[src/rtl/stage_decode_read_pkg.sv]
// Opcode encodings, architectural register numbers and decode-control types
// shared by decode/register-read and writeback.
package stage_decode_read_pkg;

  localparam logic [4:0] OP_R    = 5'b00000;
  localparam logic [4:0] OP_J    = 5'b00001;
  localparam logic [4:0] OP_BNE  = 5'b00010;
  localparam logic [4:0] OP_JAL  = 5'b00011;
  localparam logic [4:0] OP_JR   = 5'b00100;
  localparam logic [4:0] OP_ADDI = 5'b00101;
  localparam logic [4:0] OP_BLT  = 5'b00110;
  localparam logic [4:0] OP_SW   = 5'b00111;
  localparam logic [4:0] OP_LW   = 5'b01000;
  localparam logic [4:0] OP_SETX = 5'b10101;
  localparam logic [4:0] OP_BEX  = 5'b10110;

  localparam logic [4:0] REG_ZERO   = 5'd0;
  localparam logic [4:0] REG_STATUS = 5'd30;
  localparam logic [4:0] REG_RA     = 5'd31;

  typedef enum logic [1:0] {SEL_RS, SEL_RT, SEL_RD, SEL_STATUS} reg_sel_e;

  typedef struct packed {
    reg_sel_e sel_a;
    reg_sel_e sel_b;
    logic     uses_a;
    logic     uses_b;
    logic     is_lw;
  } dec_ctrl_t;

  function automatic logic [4:0] pick_reg(input reg_sel_e sel, input logic [31:0] insn);
    case (sel)
      SEL_RD:     return insn[26:22];
      SEL_RT:     return insn[16:12];
      SEL_STATUS: return REG_STATUS;
      default:    return insn[21:17];
    endcase
  endfunction

endpackage

[src/rtl/stage_decode_read_controls.sv]
// Opcode -> register-read selects, which ports carry a real source operand,
// and load detection. Purely combinational.
module decode_controls
  import stage_decode_read_pkg::*;
(
  input  logic [4:0] opcode,
  output dec_ctrl_t  ctrl
);

  always_comb begin
    ctrl = '{sel_a: SEL_RS, sel_b: SEL_RT, uses_a: 1'b0, uses_b: 1'b0, is_lw: 1'b0};
    case (opcode)
      OP_R:    begin ctrl.uses_a = 1'b1; ctrl.uses_b = 1'b1; end
      OP_ADDI: ctrl.uses_a = 1'b1;
      OP_LW:   begin ctrl.uses_a = 1'b1; ctrl.is_lw = 1'b1; end
      OP_SW:   begin ctrl.sel_b = SEL_RD; ctrl.uses_a = 1'b1; ctrl.uses_b = 1'b1; end
      OP_BNE, OP_BLT: begin
        ctrl.sel_a  = SEL_RD;
        ctrl.sel_b  = SEL_RS;
        ctrl.uses_a = 1'b1;
        ctrl.uses_b = 1'b1;
      end
      OP_JR:   begin ctrl.sel_a = SEL_RD; ctrl.uses_a = 1'b1; end
      OP_BEX:  begin ctrl.sel_a = SEL_STATUS; ctrl.uses_a = 1'b1; end
      default: ;
    endcase
  end

endmodule

[src/rtl/stage_decode_read.sv]
// Decode / register-read stage: regfile read addressing, same-cycle writeback
// bypass, load-use interlock and the D/X pipeline latch.
module stage_decode_read
  import stage_decode_read_pkg::*;
#(
  parameter int          WIDTH    = 32,
  parameter logic [31:0] NOP_INSN = 32'h0
) (
  input  logic             clock,
  input  logic             reset,
  input  logic [31:0]      insn_fd,
  input  logic [WIDTH-1:0] pc_plus_4_fd,
  input  logic             flush,
  output logic [4:0]       ctrl_readRegA,
  output logic [4:0]       ctrl_readRegB,
  input  logic [WIDTH-1:0] data_readRegA,
  input  logic [WIDTH-1:0] data_readRegB,
  input  logic             wb_we,
  input  logic [4:0]       ctrl_writeReg,
  input  logic [WIDTH-1:0] data_writeReg,
  input  logic             wb_status_we,
  input  logic [WIDTH-1:0] data_writeStatusReg,
  output logic             stall,
  output logic [31:0]      insn_dx,
  output logic [WIDTH-1:0] pc_plus_4_dx,
  output logic [WIDTH-1:0] opA_dx,
  output logic [WIDTH-1:0] opB_dx,
  output logic [WIDTH-1:0] imm_dx,
  output logic [26:0]      target_dx
);

  dec_ctrl_t        ctrl;
  logic [WIDTH-1:0] op_a, op_b;
  logic [WIDTH-1:0] imm_sext;
  logic             lw_dx;

  decode_controls u_ctrl (
    .opcode (insn_fd[31:27]),
    .ctrl   (ctrl)
  );

  assign ctrl_readRegA = pick_reg(ctrl.sel_a, insn_fd);
  assign ctrl_readRegB = pick_reg(ctrl.sel_b, insn_fd);

  // Status write is checked before the plain write so rstatus wins on r30.
  function automatic logic [WIDTH-1:0] bypass(
    input logic [4:0]       addr,
    input logic [WIDTH-1:0] rf_data,
    input logic             we,
    input logic [4:0]       wr,
    input logic [WIDTH-1:0] wd,
    input logic             swe,
    input logic [WIDTH-1:0] sd
  );
    if (addr == REG_ZERO)                return '0;
    else if (swe && addr == REG_STATUS)  return sd;
    else if (we && wr == addr)           return wd;
    else                                 return rf_data;
  endfunction

  assign op_a = bypass(ctrl_readRegA, data_readRegA, wb_we, ctrl_writeReg, data_writeReg,
                       wb_status_we, data_writeStatusReg);
  assign op_b = bypass(ctrl_readRegB, data_readRegB, wb_we, ctrl_writeReg, data_writeReg,
                       wb_status_we, data_writeStatusReg);

  assign imm_sext = {{(WIDTH-17){insn_fd[16]}}, insn_fd[16:0]};

  // lw_dx already excludes rd==0, so only the address match remains here.
  assign stall = !reset && lw_dx &&
                 ((ctrl.uses_a && ctrl_readRegA == insn_dx[26:22]) ||
                  (ctrl.uses_b && ctrl_readRegB == insn_dx[26:22]));

  always_ff @(posedge clock or posedge reset) begin
    if (reset) begin
      insn_dx      <= NOP_INSN;
      pc_plus_4_dx <= '0;
      opA_dx       <= '0;
      opB_dx       <= '0;
      imm_dx       <= '0;
      target_dx    <= '0;
      lw_dx        <= 1'b0;
    end else if (flush || stall) begin
      insn_dx      <= NOP_INSN;
      pc_plus_4_dx <= '0;
      opA_dx       <= '0;
      opB_dx       <= '0;
      imm_dx       <= '0;
      target_dx    <= '0;
      lw_dx        <= 1'b0;
    end else begin
      insn_dx      <= insn_fd;
      pc_plus_4_dx <= pc_plus_4_fd;
      opA_dx       <= op_a;
      opB_dx       <= op_b;
      imm_dx       <= imm_sext;
      target_dx    <= insn_fd[26:0];
      lw_dx        <= ctrl.is_lw && (insn_fd[26:22] != REG_ZERO);
    end
  end

endmodule

[config.mk]
export PLATFORM = sky130hd
export DESIGN_NAME = stage_decode_read
export DESIGN_NICKNAME = d
export VERILOG_FILES = /design/src/rtl/stage_decode_read_pkg.sv /design/src/rtl/stage_decode_read_controls.sv /design/src/rtl/stage_decode_read.sv
export SDC_FILE = /design/constraint.sdc
export NUM_CORES = 1
export LEC_CHECK = 0
export CAP_MARGIN = 5
export CORE_AREA = 2 2 153 155
export DETAILED_ROUTE_END_ITERATION = 12
export DIE_AREA = 0 0 155 157
export PLACE_DENSITY = 0.64
export SYNTH_ARGS = -nofsm -noshare
export SYNTH_HDL_FRONTEND = slang
export SYNTH_SLANG_ARGS = --single-unit
[constraint.sdc]
create_clock -name clock -period 4.7 [get_ports clock]
set_input_delay 0.94 -clock clock [delete_from_list [all_inputs] [get_ports clock]]
set_output_delay 0.94 -clock clock [all_outputs]
set_load 0.05 [all_outputs]
==> summary.txt <==
Run status
  – Run status: finished, final reports clean

Worst setup path
  – Arrival time worst endpoint: 3.52 ns
  – Slowest stage cell on the critical path: or4b_4
  – Reg2Reg Capture Point: opA_dx[5]
  – Critical Path RT: 3.76 ns
  – Reg2Reg Launch Point: target_dx[25]
  – Critical path launch point: insn_fd[30]
  – R2R depth: 8
  – Worst path depth: 9
  – Worst path cell trace: clkdlybuf4s50_1, or4b_4, o22ai_1, nor2_1, xnor2_1, nand4_1, o21ai_0, and2_1, buf_12
  – Count of buffer and inverter cells on the critical path: 2
  – CP endpoint kind: output pin
  – Crit-path max FO: 9
  – Crit path kind: in2out
  – Setup crit end: stall
  – CP Launch Type: primary input
  – Delay-heaviest family, CP: simple AND/OR/NAND/NOR gates
  – Flop-to-flop setup slack: 1.94 ns
  – Worst path max stage delay: 0.61 ns

Cells and area
  – Multi-input gate area: 0.002948 sq mm
  – Commonest cells after routing, fill and taps aside: 390 x clkdlybuf4s50_1, 129 x dfrtp_1, 124 x nor2_1
  – Nets: 1,264
  – Share of cells above drive strength 1: 9.581%
  – Register area: 0.003228 sq mm
  – Most common cell after layout, fill and taps aside: clkdlybuf4s50_1
  – Inserted Diodes: 0
  – Fill cells: 2,117
  – Area delta synth->final: 65.96%

Die
  – IO Pins: 400
  – Core Box Area: 0.02250 sq mm
  – Num rows: 55
  – Initial Util: 30.77%
  – Die span in x: 155 um
  – Die Span Y: 157 um
  – DIE AREA: 0.02434 sq mm

Synthesis
  – Syn Area/Cell: 9.408 sq um
  – Post-Synthesis Cell Area: 0.006924 sq mm
  – Yosys reg bits: 129
  – EDFF count, synth: 0
  – Post-synthesis sequential area ratio: 46.62%
  – Netlist cell types: 60
  – Syn Inst Count: 736
  – Top FF cell, synth: dfrtp_1
  – Share of flip-flops with an asynchronous set or reset: 100.0%
  – Synth Warn #: 0
  – Synth Net Count: 938

STA
  – Final hold viol count: 0
  – Slew Viols, Final: 0
  – Peak Freq: 0.2245 GHz
  – Worst Hold Slack: 1.070 ns
  – Final Critical Period: 4.455 ns
  – Final period util: 94.79%
  – Final setup vio count: 0
  – Slew at the pin with the worst max-slew slack: 1.074 ns
  – Worst slew margin: 28.07%
  – Setup TNS Final: 0 ns
  – Unrepaired setup endpoints after global routing: no
  – Clock Skews: 0.01007 ns

Global routing
  – Global route overflow: 0
  – Initial antenna violation count: 0
  – Vias in the first global route: 7,122
  – Largest net degree at the start of global routing: 114
  – First-pass GRT wire length: 43.25 mm
  – All-layer global routing usage: 23.42%

Clock network
  – Clock slew at reported path FFs: 0.06 ns
  – Post-cts resize count: 0
  – CTS Buf Count: 17
  – # clock sinks: 129
  – Max Buffers Root-to-Sink: 2
  – Postcts setup bufs: 0
  – Root Buffer: clkbuf_16
  – Clk Latency, worst-skew pair: 0.42 ns
  – Hold-fix buffers, CTS: 0
  – CTS tree: yes
  – H-tree levels: 4

Placement
  – Hpwl dp: 20.85 mm
  – Placer Congestion: 0.8913
  – Port bufs: 399

Flow run
  – Max cap viols: 0

Power and ir drop
  – Power per standard cell area: 320.6 mW/mm^2
  – Peak supply drop: 0.0002027 V
  – LEAKAGE: 4.791 nW

Detailed routing
  – DRC errors left: 0
  – Initial detailed-routing violation count: 422
  – Antenna-violating nets left: 0
  – DRT Pass-1 Iters: 5
  – Final WL: 29.45 mm
  – Post-DR wirelength/cell: 21.65 um
  – Vias per inst: 5.215
  – Routed vias: 7,092

Hold path
  – Worst hold path class: in2reg
-- flip-flops by register name, indices dropped and copies added (netlist names) --
register      flops
insn_dx           6
target_dx        26
pc_plus_4_dx     32
opA_dx           32
opB_dx           32
lw_dx             1
-- area by class of cell --
class	instances	area share, %
clock buffer	18	3.735
clock inverter	14	1.557
inverter	19	0.6642
multi-input combinational	469	25.65
sequential	129	28.09
tap	285	3.103
timing repair buffer	426	37.20
-- through the flow --
stage	cell area [sq um]	util, %	power, mW	instances	setup slack (ns)
floorplan	6924	-	1.856	736	0.3190
global placement	10880	48.36	2.314	1328	0.1911
detailed placement	10880	48.36	2.319	1328	0.1435
CTS	11490	51.06	3.711	1360	0.2484
global route	11490	51.06	3.818	1360	0.06967
finish	11490	51.06	3.684	1360	0.2448
-- power breakdown --
group | switching (mW) | internal, mW | total [mW]
clock | 0.543 | 0.842 | 1.39
sequential | 0.0315 | 1.18 | 1.21
combinational | 0.661 | 0.431 | 1.09
-- cell usage after synthesis (all sizes together) (7+ instances only) --
| cell type | instances | area [sq um] |
|---|---|---|
| nor4 | 60 | 375.4 |
| and3 | 10 | 62.56 |
| a221oi | 58 | 595.6 |
| o21ai | 9 | 45.04 |
| inv | 19 | 71.32 |
| and2 | 57 | 359.1 |
| xnor2 | 10 | 87.58 |
| dfrtp | 129 | 3228 |
| a211oi | 7 | 52.55 |
| buf | 72 | 536.8 |
| clkbuf | 45 | 170.2 |
| a21oi | 11 | 55.05 |
| nand2 | 35 | 131.4 |
| mux2i | 7 | 70.07 |
| o21bai | 7 | 52.55 |
| nor2 | 124 | 465.5 |
-- logic make-up after synthesis --
logic type | count (synthesis) | synth area share, %
simple gates | 332 | 24.79
compound gates | 119 | 14.69
flops | 129 | 46.62
mux | 7 | 1.012
xor+xnor | 11 | 1.391
buf+inv | 138 | 11.49
-- metal layers --
layer | part of all wire (%) | vias up | global-route usage (%)
met4 | 2.5 | 0 | 7.892
li1 | - | 3215 | -
met5 | 0 | - | 0
met3 | 7.9 | 51 | 5.341
met1 | 39 | 3422 | 28.69
met2 | 50 | 404 | 40.74
-- worst min path at each step --
stage	slack, ns	to	startpoint	cells after the start
floorplan	0.94	opA_dx[31]	lw_dx	4
global placement	1.08	target_dx[17]	lw_dx	4
detailed placement	1.09	target_dx[18]	lw_dx	4
CTS	1.05	pc_plus_4_dx[11]	pc_plus_4_fd[11]	2
global route	1.06	pc_plus_4_dx[20]	pc_plus_4_fd[20]	2
finish	1.07	pc_plus_4_dx[11]	pc_plus_4_fd[11]	2
Note: power is estimated with default switching activity, not from simulation.
